## config.mk

```make
export PLATFORM = sky130hd
export DESIGN_NAME = fg_prog_sequencer
export DESIGN_NICKNAME = d
export VERILOG_FILES = /design/src/rtl/fg_prog_pkg.sv /design/src/rtl/fg_prog_timer.sv /design/src/rtl/fg_prog_sequencer.sv
export SDC_FILE = /design/constraint.sdc
export NUM_CORES = 1
export LEC_CHECK = 0
export ABC_AREA = 0
export BUFFER_PORTS_ARGS = -buffer_cell sky130_fd_sc_hd__buf_2
export CELL_PAD_IN_SITES_DETAIL_PLACEMENT = 0
export CELL_PAD_IN_SITES_GLOBAL_PLACEMENT = 1
export CORE_MARGIN = 8
export CORE_UTILIZATION = 40
export CTS_BUF_LIST = sky130_fd_sc_hd__clkbuf_4 sky130_fd_sc_hd__clkbuf_8
export CTS_CLUSTER_DIAMETER = 200
export CTS_CLUSTER_SIZE = 10
export DETAILED_ROUTE_END_ITERATION = 16
export GPL_TIMING_DRIVEN = 0
export PLACE_DENSITY = 0.75
export SETUP_SLACK_MARGIN = 0.05
export SYNTH_ARGS = -nofsm -noshare
export SYNTH_HDL_FRONTEND = slang
export SYNTH_HIERARCHICAL = 1
export SYNTH_SLANG_ARGS = --single-unit
```

## constraint.sdc

```tcl
create_clock -name clk -period 9.2 [get_ports clk]
set_clock_uncertainty 0.15 [all_clocks]
set_input_delay 2.3 -clock clk [delete_from_list [all_inputs] [get_ports clk]]
set_output_delay 2.3 -clock clk [all_outputs]
set_load 0.05 [all_outputs]
```

## src/rtl/fg_prog_pkg.sv

```systemverilog
// fg_prog_pkg: shared state/status encodings and default array geometry for
// the floating-gate programming sequencer.
// Optional feature macro: FG_PROG_TUNNEL_EN adds the TUNNEL (global erase) state.
package fg_prog_pkg;

  localparam int FG_ROWS = 50;
  localparam int FG_COLS = 4;
  localparam int FG_DW   = 12;

  typedef enum logic [2:0] {
    S_IDLE    = 3'd0,
    S_SELECT  = 3'd1,
    S_MEASURE = 3'd2,
    S_COMPARE = 3'd3,
    S_PULSE   = 3'd4,
`ifdef FG_PROG_TUNNEL_EN
    S_TUNNEL  = 3'd5,
`endif
    S_FINISH  = 3'd6
  } state_e;

  typedef enum logic [1:0] {
    ST_OK       = 2'd0,
    ST_TIMEOUT  = 2'd1,
    ST_ERR_ADDR = 2'd2,
    ST_ABORT    = 2'd3
  } status_e;

endpackage

```

## src/rtl/fg_prog_timer.sv

```systemverilog
// fg_prog_timer: loadable down-counter with a zero flag. Loading N gives a
// zero flag N cycles later, so a state that loads N-1 on entry lasts N cycles.
module fg_prog_timer #(
  parameter int PW = 16
) (
  input  logic          clk,
  input  logic          rst_n,
  input  logic          i_load,
  input  logic [PW-1:0] i_value,
  output logic          o_zero
);

  logic [PW-1:0] r_count;

  // Load has priority; otherwise count down and park at zero.
  always_ff @(posedge clk or negedge rst_n) begin
    if (!rst_n) begin
      r_count <= '0;
    end else if (i_load) begin
      r_count <= i_value;
    end else if (r_count != '0) begin
      r_count <= r_count - PW'(1);
    end
  end

  assign o_zero = (r_count == '0);

endmodule

```

## src/rtl/fg_prog_sequencer.sv

```systemverilog
// fg_prog_sequencer: accepts one program command, selects the cell, then runs
// a settle / measure / compare / inject loop until the target code is reached,
// the pulse budget runs out, or the host aborts. All outputs are registered
// from the next-state value so they line up with the state they belong to.
// Optional feature macro: FG_PROG_TUNNEL_EN (cmd_erase drives a tunnel pulse).
module fg_prog_sequencer
  import fg_prog_pkg::*;
#(
  parameter int ROWS   = FG_ROWS,
  parameter int COLS   = FG_COLS,
  parameter int ROW_AW = 6,
  parameter int COL_AW = 2,
  parameter int DW     = FG_DW,
  parameter int PW     = 16,
  parameter int NP_W   = 8,
  parameter int SETTLE = 8
) (
  input  logic              clk,
  input  logic              rst_n,
  input  logic              i_cmd_valid,
  output logic              o_cmd_ready,
  input  logic [ROW_AW-1:0] i_cmd_row,
  input  logic [COL_AW-1:0] i_cmd_col,
  input  logic [DW-1:0]     i_cmd_target,
  input  logic [PW-1:0]     i_cmd_pulse_len,
  input  logic [NP_W-1:0]   i_cmd_max_pulses,
  input  logic              i_cmd_erase,
  input  logic              i_abort,
  output logic [ROW_AW-1:0] o_row_addr,
  output logic [COL_AW-1:0] o_col_addr,
  output logic              o_sel_en,
  output logic              o_prog_en,
  output logic              o_inj_pulse,
  output logic              o_tunnel_en,
  output logic              o_meas_req,
  input  logic              i_meas_ack,
  input  logic [DW-1:0]     i_meas_data,
  output logic              o_busy,
  output logic              o_done,
  output logic [1:0]        o_status,
  output logic [NP_W-1:0]   o_pulses_used
);

  state_e          r_state;
  state_e          w_stateNext;
  status_e         r_status;
  status_e         w_finStatus;
  logic [DW-1:0]   r_target;
  logic [DW-1:0]   r_meas;
  logic [PW-1:0]   r_pulseLen;
  logic [NP_W-1:0] r_maxPulses;
  logic            r_addrErr;
  logic            w_accept;
  logic            w_addrBad;
  logic            w_pulseInc;
  logic            w_drive;
  logic            w_tmrLoad;
  logic [PW-1:0]   w_tmrValue;
  logic            w_tmrZero;
  logic [PW-1:0]   w_lenSrc;
  logic [PW-1:0]   w_lenTicks;
  logic            w_erase;

`ifdef FG_PROG_TUNNEL_EN
  assign w_erase = i_cmd_erase;
`else
  logic w_unusedErase;
  assign w_unusedErase = i_cmd_erase;
  assign w_erase       = 1'b0;
`endif

  // Widened compares keep the range check meaningful for any geometry.
  assign w_addrBad = ({1'b0, i_cmd_row} >= (ROW_AW+1)'(ROWS)) ||
                     ({1'b0, i_cmd_col} >= (COL_AW+1)'(COLS));

  // A zero pulse length still produces one pulse cycle.
  assign w_lenSrc   = (r_state == S_IDLE) ? i_cmd_pulse_len : r_pulseLen;
  assign w_lenTicks = (w_lenSrc == '0) ? '0 : w_lenSrc - PW'(1);

  fg_prog_timer #(.PW(PW)) u_timer (
    .clk     (clk),
    .rst_n   (rst_n),
    .i_load  (w_tmrLoad),
    .i_value (w_tmrValue),
    .o_zero  (w_tmrZero)
  );

  // Next-state decode, timer loads and completion code; abort overrides all.
  always_comb begin
    w_stateNext = r_state;
    w_finStatus = ST_OK;
    w_accept    = 1'b0;
    w_pulseInc  = 1'b0;
    w_tmrLoad   = 1'b0;
    w_tmrValue  = '0;
    case (r_state)
      S_IDLE: begin
        if (i_cmd_valid) begin
          w_accept = 1'b1;
          if (w_erase) begin
`ifdef FG_PROG_TUNNEL_EN
            w_stateNext = S_TUNNEL;
            w_tmrLoad   = 1'b1;
            w_tmrValue  = w_lenTicks;
`endif
          end else if (w_addrBad) begin
            // Bad address takes one quiet COMPARE cycle before FINISH.
            w_stateNext = S_COMPARE;
          end else begin
            w_stateNext = S_SELECT;
            w_tmrLoad   = 1'b1;
            w_tmrValue  = PW'(SETTLE - 1);
          end
        end
      end
      S_SELECT: begin
        if (w_tmrZero) w_stateNext = S_MEASURE;
      end
      S_MEASURE: begin
        if (i_meas_ack) w_stateNext = S_COMPARE;
      end
      S_COMPARE: begin
        if (r_addrErr) begin
          w_stateNext = S_FINISH;
          w_finStatus = ST_ERR_ADDR;
        end else if (r_meas >= r_target) begin
          w_stateNext = S_FINISH;
          w_finStatus = ST_OK;
        end else if (o_pulses_used == r_maxPulses) begin
          w_stateNext = S_FINISH;
          w_finStatus = ST_TIMEOUT;
        end else begin
          w_stateNext = S_PULSE;
          w_pulseInc  = 1'b1;
          w_tmrLoad   = 1'b1;
          w_tmrValue  = w_lenTicks;
        end
      end
      S_PULSE: begin
        if (w_tmrZero) begin
          w_stateNext = S_SELECT;
          w_tmrLoad   = 1'b1;
          w_tmrValue  = PW'(SETTLE - 1);
        end
      end
`ifdef FG_PROG_TUNNEL_EN
      S_TUNNEL: begin
        if (w_tmrZero) begin
          w_stateNext = S_FINISH;
          w_finStatus = ST_OK;
        end
      end
`endif
      S_FINISH: w_stateNext = S_IDLE;
      default:  w_stateNext = S_IDLE;
    endcase
    // FINISH is already completing, so an abort there has nothing to cancel.
    if (i_abort && (r_state != S_IDLE) && (r_state != S_FINISH)) begin
      w_stateNext = S_FINISH;
      w_finStatus = ST_ABORT;
      w_pulseInc  = 1'b0;
      w_tmrLoad   = 1'b0;
    end
  end

  // The bad-address COMPARE cycle is entered from IDLE and must stay undriven.
  assign w_drive = (w_stateNext inside {S_SELECT, S_MEASURE, S_PULSE}) ||
                   ((w_stateNext == S_COMPARE) && (r_state == S_MEASURE));

  // State register plus the latched command and measurement.
  always_ff @(posedge clk or negedge rst_n) begin
    if (!rst_n) begin
      r_state     <= S_IDLE;
      r_target    <= '0;
      r_pulseLen  <= '0;
      r_maxPulses <= '0;
      r_addrErr   <= 1'b0;
      r_meas      <= '0;
    end else begin
      r_state <= w_stateNext;
      if (w_accept) begin
        r_target    <= i_cmd_target;
        r_pulseLen  <= i_cmd_pulse_len;
        r_maxPulses <= i_cmd_max_pulses;
        r_addrErr   <= w_addrBad && !w_erase;
      end
      if ((r_state == S_MEASURE) && i_meas_ack) r_meas <= i_meas_data;
    end
  end

  // Registered outputs, each derived from the state being entered.
  always_ff @(posedge clk or negedge rst_n) begin
    if (!rst_n) begin
      o_cmd_ready   <= 1'b1;
      o_busy        <= 1'b0;
      o_sel_en      <= 1'b0;
      o_prog_en     <= 1'b0;
      o_inj_pulse   <= 1'b0;
      o_meas_req    <= 1'b0;
      o_done        <= 1'b0;
      o_row_addr    <= '0;
      o_col_addr    <= '0;
      o_pulses_used <= '0;
      r_status      <= ST_OK;
    end else begin
      o_cmd_ready <= (w_stateNext == S_IDLE);
      o_busy      <= (w_stateNext != S_IDLE);
      o_sel_en    <= w_drive;
      o_prog_en   <= w_drive;
      o_inj_pulse <= (w_stateNext == S_PULSE);
      o_meas_req  <= (w_stateNext == S_MEASURE);
      o_done      <= (w_stateNext == S_FINISH);
      if (w_stateNext == S_FINISH) r_status <= w_finStatus;
      if ((r_state == S_IDLE) && (w_stateNext == S_SELECT)) begin
        o_row_addr <= i_cmd_row;
        o_col_addr <= i_cmd_col;
      end else if (w_stateNext == S_FINISH) begin
        o_row_addr <= '0;
        o_col_addr <= '0;
      end
      if (w_accept) begin
        o_pulses_used <= w_erase ? NP_W'(1) : '0;
      end else if (w_pulseInc) begin
        o_pulses_used <= o_pulses_used + NP_W'(1);
      end
    end
  end

`ifdef FG_PROG_TUNNEL_EN
  // Tunnel pulse follows the TUNNEL state; sel_en stays low there.
  always_ff @(posedge clk or negedge rst_n) begin
    if (!rst_n) begin
      o_tunnel_en <= 1'b0;
    end else begin
      o_tunnel_en <= (w_stateNext == S_TUNNEL);
    end
  end
`else
  assign o_tunnel_en = 1'b0;
`endif

  assign o_status = r_status;

endmodule

```

After elaboration in Yosys (flattened, before gate mapping)
Index checks and enable logic that the tools add are counted.
Word-level totals
  flip-flop bits (word level): 92
  logic and storage cells: 94
  input bits: 62
Cells by class
  eq/ne operators: 11
  reduce and logical (&&, ||, !) cells: 17
  multiplexer cells: 44
  $add $sub $neg: 3
  order comparisons: 2
Operator list (number)
  $mux W16: 7
  $pmux W16 S3: 1
  $logic_not A16 Y1: 2
  $sub A16 B1 Y16 const B: 2
  $mux W3: 8
  $mux W2: 9
  $mux W8: 2
  $reduce_bool A16 Y1: 1
  $pmux W3 S5: 1
  $mux W1: 13
  $eq A3 B2 Y1 const B: 4
  $ge A12 B12 Y1: 1
  $mux W6: 2
  $eq A3 B3 Y1 const B: 3
  $reduce_bool A3 Y1: 3
  $add A8 B1 Y8 const B: 1
  $eq A8 B8 Y1: 1
  $eq A3 B1 Y1 const B: 2
  $ge A6 B6 Y1 const B: 1
  $logic_not A3 Y1: 2
  $reduce_bool A2 Y1: 3
  $logic_and A1 B1 Y1: 5
  $ne A3 B3 Y1 const B: 1
  $pmux W1 S3: 1
  $logic_or A1 B1 Y1: 1

Logic depth before layout (Yosys ltp)
Gate-level depths: netlist of the first run.
  depth after elaboration: 9
  depth in mapped cells: 17
  gate-level depth less buffers: 12

Modules after synthesis
The synthesis of the first run kept the hierarchy.
By module, submodules not included
  fg_prog_sequencer: sequential area each 1903.1 um^2, area each 4520.6 um^2, cells each 523, times used 1
  fg_prog_timer: sequential area each 400.4 um^2, area each 959.7 um^2, cells each 104, times used 1

Least setup slack after synthesis of the first run
Ideal clock, no wire load.
  path type: input -> register
  from: in i_cmd_row[2]
  to: reg u_timer.r_count[4]
  path slack: 4.670 ns
  cell stages on the path: 9
  data arrival time: 4.261 ns
  setup time: 0.119 ns
  buffers on the path: 3
  data required time: 8.931 ns
  path through: o311ai_0 -> and3_1 -> clkbuf_1 -> a31oi_1 -> o21ai_0 -> clkbuf_1 -> clkinv_1 -> clkbuf_1 -> o21a_1
Between the ends
  cells in the longest elaborated chain, start to end: 6
  elaborated cells on any way between the ends: 7
RTL lines
  from (decl): line fg_prog_sequencer.sv:22  | input logic [ROW_AW-1:0] i_cmd_row,
  $ge A6 B6 Y1 (*): line fg_prog_sequencer.sv:73  | assign w_addrBad = ({1'b0, i_cmd_row} >= (ROW_AW+1)'(ROWS)) ||
  $mux W1 (*): line fg_prog_sequencer.sv:106  | end else if (w_addrBad) begin
  $mux W1 (*): line fg_prog_sequencer.sv:98  | if (i_cmd_valid) begin
  $pmux W1 S3 (*): line fg_prog_sequencer.sv:96  | case (r_state)
  $mux W1 (*): line fg_prog_sequencer.sv:158  | if (i_abort && (r_state != S_IDLE) && (r_state != S_FINISH)) begin
  net w_tmrLoad: line fg_prog_sequencer.sv:57  | logic w_tmrLoad;
  $mux W16 / $reduce_bool A2 Y1 (equally long branches)
  to (signal assigned): line fg_prog_timer.sv:20  | r_count <= i_value;
  to (signal assigned): line fg_prog_timer.sv:22  | r_count <= r_count - PW'(1);
  to (decl): line fg_prog_timer.sv:13  | logic [PW-1:0] r_count;
The timed path passes the listed nets; every way through them passes the cells marked *.
A chain may end at the register's enable or synchronous reset.

Worst setup path in the final report of the first run
  from: in i_cmd_row[2]
  to: reg u_timer.r_count[15]
Same word-level chain as after synthesis.

==> results of run 1 <==
## registers in the layout, summed over array words and instances, names as in the netlist
name and count:
r_addrErr 1, r_state 3, o_meas_req 1, u_timer/r_count 16, o_done 1, r_meas 12, o_cmd_ready 1, o_status 2
o_pulses_used 8, o_row_addr 6, r_target 12, o_inj_pulse 1, o_prog_en 1, r_maxPulses 8, r_pulseLen 16, o_busy 1
o_col_addr 2
## logic make-up (layout without fill, tap and decap cells)
family,after synthesis,count (layout)
flip-flops,92,92
AO/OA/AOI/OAI,100,100
multiplexers,36,36
XOR/XNOR,28,28
AND/OR/NAND/NOR,303,303
buffers and inverters,51,152
adder cells (fa/ha/maj),16,16
other,1,1
## through the flow
stage / util, % / power, uW / worst slack [ns] / area, um2 / cells
CTS: 47.81 / 2124 / 4.069 / 6356 / 904
detailed placement: 46.26 / 1835 / 3.653 / 6151 / 888
global placement: 46.04 / 1809 / 3.674 / 6121 / 887
finish: 47.81 / 2105 / 4.087 / 6356 / 904
floorplan: - / 1546 / 4.670 / 5480 / 627
global route: 47.81 / 2295 / 3.820 / 6356 / 904
## power by group
| part | internal, uW | switching [uW] |
|---|---|---|
| combinational | 408 | 697 |
| clock | 130 | 151 |
| sequential | 582 | 136 |
## critical path: cells and delay by family
| family | cells | cell delay, ns |
|---|---|---|
| buffers and inverters | 5 | 1.41 |
| AND/OR/NAND/NOR | 2 | 0.44 |
| AO/OA/AOI/OAI | 4 | 1.02 |
## synth_stat cells (all sizes together), types with 5 or more instances
cell type and n:
nor2 36, clkbuf 21, nor4 14, a21oi 15, and2 12, mux2i 21, xnor2 15, mux2 15
xor2 13, nand4 16, nand3 11, nand2b 9, ha 15, nand2 143, o21ai 39, or3 6
a211oi 5, inv 19, nor3 30, buf 10, a31oi 14, o31ai 7, dfrtp 91
## worst max path at each step
stage               slack, ns             endpoint  depth (start not counted)          from
finish                   4.09  u_timer/r_count[15]                         11  i_cmd_row[2]
global route             3.82  u_timer/r_count[15]                         11  i_cmd_row[2]
CTS                      4.07  u_timer/r_count[15]                         11  i_cmd_row[2]
detailed placement       3.65  u_timer/r_count[15]                         11  i_cmd_row[2]
global placement         3.67  u_timer/r_count[15]                         11  i_cmd_row[2]
floorplan                4.67   u_timer/r_count[4]                          9  i_cmd_row[2]
## metal layers
layer	vias to the layer above	GRT usage [%]
li1	2371	-
met1	2233	22.36
met2	98	24.67
met3	18	3.331
met4	0	6.940
met5	-	0
## layout make-up
type / count / area (um2)
well taps: 176 / 220.2
multi-input cells: 484 / 2959
clock inverters: 3 / 26.28
inverters: 20 / 75.07
clock buffers: 13 / 178.9
fillers: 1350 / 6939
plain buffers: 31 / 142.6
flip-flops and latches: 92 / 2303
repair buffers: 85 / 450.4
==> results.cfg, run 1 <==
[status]
status = finished, final reports clean

[sta]
slew_viol_final = 0
tightestPinTransition_ns = 0.9196
fmax_mhz = 195.6
hold_viol = 0
finalCriticalPeriod_ns = 5.113
rsz0062_at_grt = no
setup_viol = 0
final.setup.tns_ns = 0
whs_ns = 0.3486
slew_headroom_pct = 38.22
fin_crit_sh_pct = 55.58

[synthesis]
synth.net_count = 704
synth-compound-area-share_pct = 11.23
avgSynthCellArea_um2 = 8.740
yosysWarnings = 6
yosys-top-cells-area = dfrtp_1 42%, nand2_1 9.8%, mux2i_1 3.8%
ys_seq_area_share_pct = 42.03
synth_top_area_share_pct = 41.55
synth_seq_cells = 92
synth_cell_types = 62
async_flop_share_pct = 100.0
synth_top_cell_by_area = dfrtp_1
synth_cells = 627
synth-xor-area-share_pct = 4.475
synth-adder-area-share_pct = 3.607
synth_top_family_by_area = simple AND/OR/NAND/NOR gates
synth_area_um2 = 5480
synthFlopType = dfrtp_1
synthMuxAreaShare_pct = 6.986
synth_edf_count = 0
yosys.area_share.simple_pct = 27.63

[global_route]
antenna_found_initial = 0
grt.overflow.total = 0
grt_pass1_vias = 4802
grtUsageTotal_pct = 16.40
grt_max_degree = 64
grt_pass1_wl_um = 23850

[critical_path]
timing.rr.start = r_state[0]
crit_slowest_cell = o311ai_0
crit_path_start_kind = input pin
crit_chain = buf_2 -> o311ai_0 -> and3_1 -> clkbuf_1 -> a31oi_1 -> o21ai_0 -> clkbuf_1 -> clkinv_1 -> clkbuf_1 -> nor2_1 -> a31oi_1
reg2reg_to = u_timer/r_count[10]
crit_top_cell = clkbuf_1
r2r_setup_slack_ns = 5.03
critPathMaxStageDelay_ns = 0.59
reg2reg_depth = 14
cp_data_required_time_ns = 9.28
crit_type = in -> reg
cp_max_fo = 10
worstSetupEndpointType = register
cp.arrival_ns = 5.19

[final_layout]
nets = 800
diodes = 0
layout-drive-gt1-share_pct = 19.92
final_common_cell = nand2_1
synthToLayoutAreaGrowth_pct = 15.98
layout_common_cells = 143 x nand2_1, 91 x dfrtp_1, 89 x buf_2

[drt]
drtIter0Drc = 377
dr.pass1.iters = 4
viasPerCell = 5.221
wl_met1_um = 6829
ant_nets = 0
wl_per_cell_um = 15.61
met2_length_um = 6319
totalWireLength_um = 14110
drc_errors = 0
route.met3.wl_um = 680
vias = 4720
top_layer = met4

[floorplanning]
fp.dieH_um = 133.1
num_rows = 42
core_area_um2 = 13300
start_util_pct = 41.22
io_pins = 88
die_area_um2 = 17700
die_w_um = 133.1

[power]
power_density_nw_per_um2 = 331.1
ir_drop_mv = 0.1458
p_leak_uw = 0.002988

[clock_tree]
post_cts_resized = 0
clk_pin_slew_ns = 0.09
clock_latency_ns = 0.38
cts_buffers = 9
root_buffer = clkbuf_8
h-tree-depth = 3
hold_buffers = 0
clock-sinks = 92
post_cts.repair.setup_buffers = 0
clockBufferDepth = 2
cts_tree = built

[hold_path]
min_path_type = reg -> reg
min-delay-start = r_target[0]
hold_depth = 2
hold_end = r_target[0]

[job]
drv_cap = 0

[placed_design]
place_congestion = 0.8337
port_buffers = 84
dp_hpwl_um = 10850
Note: power is estimated with default switching activity, not from simulation.
==> run 2: changes to the inputs <==
PLACE_DENSITY = 0.78   (was 0.75)
clock period = 4.4 ns   (was 9.2 ns; I/O delays follow)
==> run 2 against run 1 <==
Via count up 1.7%. Flip-flop and latch count unchanged. Count of clock-buffer cells in the layout down 1. Setup slack worse by 3.6 ns. Sequential power up 110%. First-iteration DRC count down 24%. Largest cell class unchanged.
==> results.cfg, run 2 (synthesis results as in run 1) <==
[placed_design]
dp_hpwl_um = 10910
dpl-instance-area_um2 = 6151
place_inst = 888
place_congestion = 0.8208
port_buffers = 84
preCtsSetupSlack_ns = 0.07915

[clock_tree]
cts_tree = built
clk_pin_slew_ns = 0.09
h-tree-depth = 3
clock-sinks = 92
cts_buffers = 9
root_buffer = clkbuf_8
clock_latency_ns = 0.38
clockBufferDepth = 2

[sta]
fin_crit_sh_pct = 89.25
fmax_mhz = 254.6
setup_viol = 0
hold_viol = 0
slew_headroom_pct = 36.80
finalCriticalPeriod_ns = 3.927
rsz0062_at_grt = no
setup_slack_ns = 0.4728
slew_viol_final = 0
final.setup.tns_ns = 0
tightestPinTransition_ns = 0.9407
whs_ns = 0.3530

[final_layout]
layout_common_cells = 143 x nand2_1, 91 x dfrtp_1, 89 x buf_2
multi_input_area_um2 = 2959
fillers = 1307
reg_top3 = r_pulseLen: 16 flops, u_timer/r_count: 16 flops
layout-drive-gt1-share_pct = 20.25
nets = 803
instances_no_fill = 907
diodes = 0
stdcell_area_um2 = 6370
final_common_cell = nand2_1
synthToLayoutAreaGrowth_pct = 16.23
seq_area_um2 = 2303

[drt]
wl_per_cell_um = 15.73
ant_nets = 0
viasPerCell = 5.293
vias = 4801
drc_errors = 0
totalWireLength_um = 14270
dr.pass1.iters = 5
drtIter0Drc = 287

[critical_path]
cp_data_required_time_ns = 4.49
reg2reg_depth = 14
worstSetupEndpointType = register
cp.arrival_ns = 4.01
crit_type = in -> reg
crit_path_start_kind = input pin
cp_max_fo = 10

[floorplanning]
core_area_um2 = 13300
num_rows = 42
start_util_pct = 41.22
io_pins = 88
fp.dieH_um = 133.1
die_w_um = 133.1
die_area_um2 = 17700

[job]
drv_cap = 0

[global_route]
grt_max_degree = 60
grt_pass1_wl_um = 23900
antenna_found_initial = 0
grtUsageTotal_pct = 16.42
grt_pass1_vias = 4813
grt.overflow.total = 0

[hold_path]
min_path_type = reg -> reg
hold_depth = 2

[power]
p_leak_uw = 0.003000
ir_drop_mv = 0.3278
power_density_nw_per_um2 = 696.2

[status]
status = finished, final reports clean
==> run 2: changes by cell type in the layout (fill, tap and decap cells not counted) <==
cell,before,now
clkinv_4,1,2
buf_4,4,7
clkinv_2,0,1
clkbuf_8,13,12
inv_6,2,1
==> run 2: critical path, stage by stage <==
cell and delay [ns]:
buf_2 0.11, o311ai_0 0.58, and3_1 0.24, clkbuf_1 0.33, a31oi_1 0.16, o21ai_0 0.20
clkbuf_1 0.34, clkinv_1 0.36, clkbuf_1 0.33, nor2_1 0.20, a31oi_1 0.06
==> run 2: power breakdown <==
part	switching [uW]	internal [uW]	leakage, uW
registers	287	1220	0.00115
clock network	314	255	0.000103
logic	1490	875	0.00175
total	2090	2350	0.00300
==> run 2: final cells by class <==
type	count	share of cell area (%)
Multi-Input combinational cell	484	46.45
Inverter	20	1.179
Tap cell	176	3.457
Clock inverter	4	0.4911
Timing Repair Buffer	88	7.425
Sequential cell	92	36.16
Buffer	31	2.239
Clock buffer	12	2.593
==> run 2: per-layer routing <==
layer	vias to the layer above	wire (um)	GRT usage, %
met5	-	0	0
met4	0	216	7.003
met3	17	563	3.293
met2	103	6513	24.84
met1	2303	6975	22.26
li1	2378	-	-
==> run 2: metrics by stage <==
| step | utilization, % | total power [uW] |
|---|---|---|
| after floorplan | - | 3233 |
| after global placement | 46.04 | 3775 |
| after detailed placement | 46.26 | 3857 |
| after CTS | 47.74 | 4441 |
| after global routing | 47.91 | 4817 |
| final | 47.91 | 4435 |
==> run 2: final timing paths <==
kind | end | slack, ns | startpoint
hold reg to reg | r_maxPulses[6] | 0.35 | r_maxPulses[6]
setup reg to reg | u_timer/r_count[10] | 0.49 | r_state[0]
setup / recovery | u_timer/r_count[15] | 0.47 | i_cmd_row[2]
max in group asynchronous | u_timer/r_count[9] | 2.93 | rst_n
min in group asynchronous | r_meas[8] | 0.51 | rst_n
hold / removal | r_maxPulses[6] | 0.35 | r_maxPulses[6]
==> run 2: repair_timing <==
item                       CTS  global route
setup buffers                0             3
resized for setup            0             0
hold buffers                 0             0
setup endpoints to repair    0             2
==> run 3: changes to the inputs <==
ABC_AREA = 1   (was 0)
CORE_MARGIN = 5   (was 8)
CORE_UTILIZATION = 39   (was 40)
==> run 3 against run 2 <==
Die area fell by 8.9%. Worst hold slack got worse by 0.022 ns. Synthesized area fell by 2.6%. Final cell count rose by 8.5%. Largest power group unchanged.
==> results.cfg, run 3 <==
[synthesis]
synth_cell_types = 38
yosys-top-cells-count = 219 x nand2_1, 91 x dfrtp_1, 90 x inv_1, 61 x nor2_1, 58 x o21ai_0
yosys-top-cells-area = dfrtp_1 43%, nand2_1 15%, inv_1 6.3%
yosysWarnings = 6
synth.net_count = 783
synth_edf_count = 0
ys_seq_area_share_pct = 43.15
avgSynthCellArea_um2 = 7.562
async_flop_share_pct = 100.0
synthFlopType = dfrtp_1
synth_area_um2 = 5339
synth_most_common_cell = nand2_1
synth_seq_cells = 92
synth_top_cell_by_area = dfrtp_1
synth_top_area_share_pct = 42.65
synth_cells = 706

[global_route]
grt-busiest-layer = met2
grt.overflow.total = 0
use_met1_pct = 21.26
grtUsageTotal_pct = 17.25
grt_util_met3_pct = 4.549
grtUsageMet2_pct = 29.45
grt_pass1_wl_um = 22620
grt_pass1_vias = 4879
antenna_found_initial = 1
grt_max_degree = 55

[final_layout]
layout-drive-gt1-share_pct = 20.67
synthToLayoutAreaGrowth_pct = 16.52
diodes = 0
reg_top3 = r_pulseLen: 16 flops, u_timer/r_count: 16 flops
layout_common_cells = 219 x nand2_1, 91 x dfrtp_1, 90 x inv_1
nets = 880
final_common_cell = nand2_1
post-route-util_pct = 46.61

[critical_path]
reg2reg_depth = 16
cp_data_required_time_ns = 4.56
cp_max_fo = 10
cp.arrival_ns = 3.69
crit_path_start = u_timer/r_count[0]
crit_path_start_kind = register
crit_type = reg -> reg
r2r_setup_slack_ns = 0.87
worstSetupEndpointType = register
timing.rr.start = u_timer/r_count[0]
reg2reg_to = u_timer/r_count[4]
cp-endpoint = u_timer/r_count[4]

[sta]
rsz0062_at_grt = no
setup_viol = 0
hold_viol = 0
slew_headroom_pct = 57.18
slew_viol_final = 0
finalCriticalPeriod_ns = 3.529
fmax_mhz = 283.4
fin_crit_sh_pct = 80.20
whs_ns = 0.3308
tightestPinTransition_ns = 0.6356
final.setup.tns_ns = 0

[drt]
totalWireLength_um = 13110
vias = 4741
wl_per_cell_um = 13.32
drc_errors = 0
drtIter0Drc = 274
ant_nets = 0
dr.pass1.iters = 4
viasPerCell = 4.818

[hold_path]
min_path_type = reg -> reg

[clock_tree]
cts_buffers = 9
clock_latency_ns = 0.37
clk_pin_slew_ns = 0.10
clock-sinks = 92
h-tree-depth = 3
clockBufferDepth = 2
post_cts.repair.setup_buffers = 0
root_buffer = clkbuf_8
post_cts_resized = 0
cts_tree = built
hold_buffers = 0

[placed_design]
dp_hpwl_um = 10300
port_buffers = 85
place_congestion = 0.8718

[floorplanning]
io_pins = 88
num_rows = 42
fp.dieH_um = 127
core_area_um2 = 13350
die_w_um = 127
die_area_um2 = 16130
start_util_pct = 40.00

[power]
ir_drop_mv = 0.2539
p_leak_uw = 0.003282
power_density_nw_per_um2 = 720.0

[status]
status = finished, final reports clean

[job]
drv_cap = 0
-- run 3: power breakdown --
group	switching, uW	internal, uW
Combinational	1610	821
Clock	315	287
Sequential	230	1220
-- run 3: cell families after synthesis --
logic type	Yosys count	share of synthesized area, %
and+or+nand+nor	367	30.28
buffers and inverters	114	8.671
DFF	92	43.15
AOI/OAI and AO/OA	87	8.882
xor gates and xnor gates	19	3.117
adders and majority gates	15	3.515
muxes	11	2.320
other	1	0.07024
-- run 3: final cells by class --
type,count,area [um2]
plain buffers,19,106.4
clock buffers,11,145.1
flip-flops and latches,92,2303
multi-input cells,500,2572
repair buffers,86,455.4
clock inverters,5,61.31
well taps,176,220.2
fillers,1387,7127
inverters,95,356.6
-- run 3: worst min path at each step --
stage               cells past startpoint  slack, ns             end            from
floorplan                               2       0.28  r_pulseLen[11]  r_pulseLen[11]
global placement                        2       0.30  r_pulseLen[12]  r_pulseLen[12]
detailed placement                      2       0.31  r_pulseLen[11]  r_pulseLen[11]
CTS                                     2       0.34  r_pulseLen[11]  r_pulseLen[11]
global route                            2       0.36     r_target[0]     r_target[0]
finish                                  2       0.33  r_pulseLen[11]  r_pulseLen[11]
-- run 3: metrics by stage --
stage / setup WS [ns] / instance area [um2] / std cells / power, uW
final: 0.8710 / 6221 / 984 / 4479
after global routing: 0.4153 / 6221 / 984 / 4948
after CTS: 0.8603 / 6221 / 984 / 4545
after detailed placement: 0.8867 / 6015 / 968 / 3916
after global placement: 0.9375 / 5984 / 967 / 3848
after floorplan: 1.484 / 5339 / 706 / 3322
-- run 3: worst max-delay path, cell delays in order (launching register included) --
cell	delay [ns]
dfrtp_1	0.38
inv_1	0.11
ha_1	0.27
nand2_2	0.13
nor2_2	0.15
nand3_1	0.10
nor3_1	0.47
inv_1	0.13
o21ai_0	0.30
o21ai_0	0.25
o21ai_0	0.33
buf_2	0.25
buf_4	0.20
nand2_1	0.09
nand2_1	0.07
nand2_1	0.04
inv_1	0.05
-- run 3: per-layer routing --
metal  part of all wire, %  wire [um]
met5                 0.099         13
met4                   1.5        199
met3                   5.4        714
met2                    49       6395
met1                    44       5786
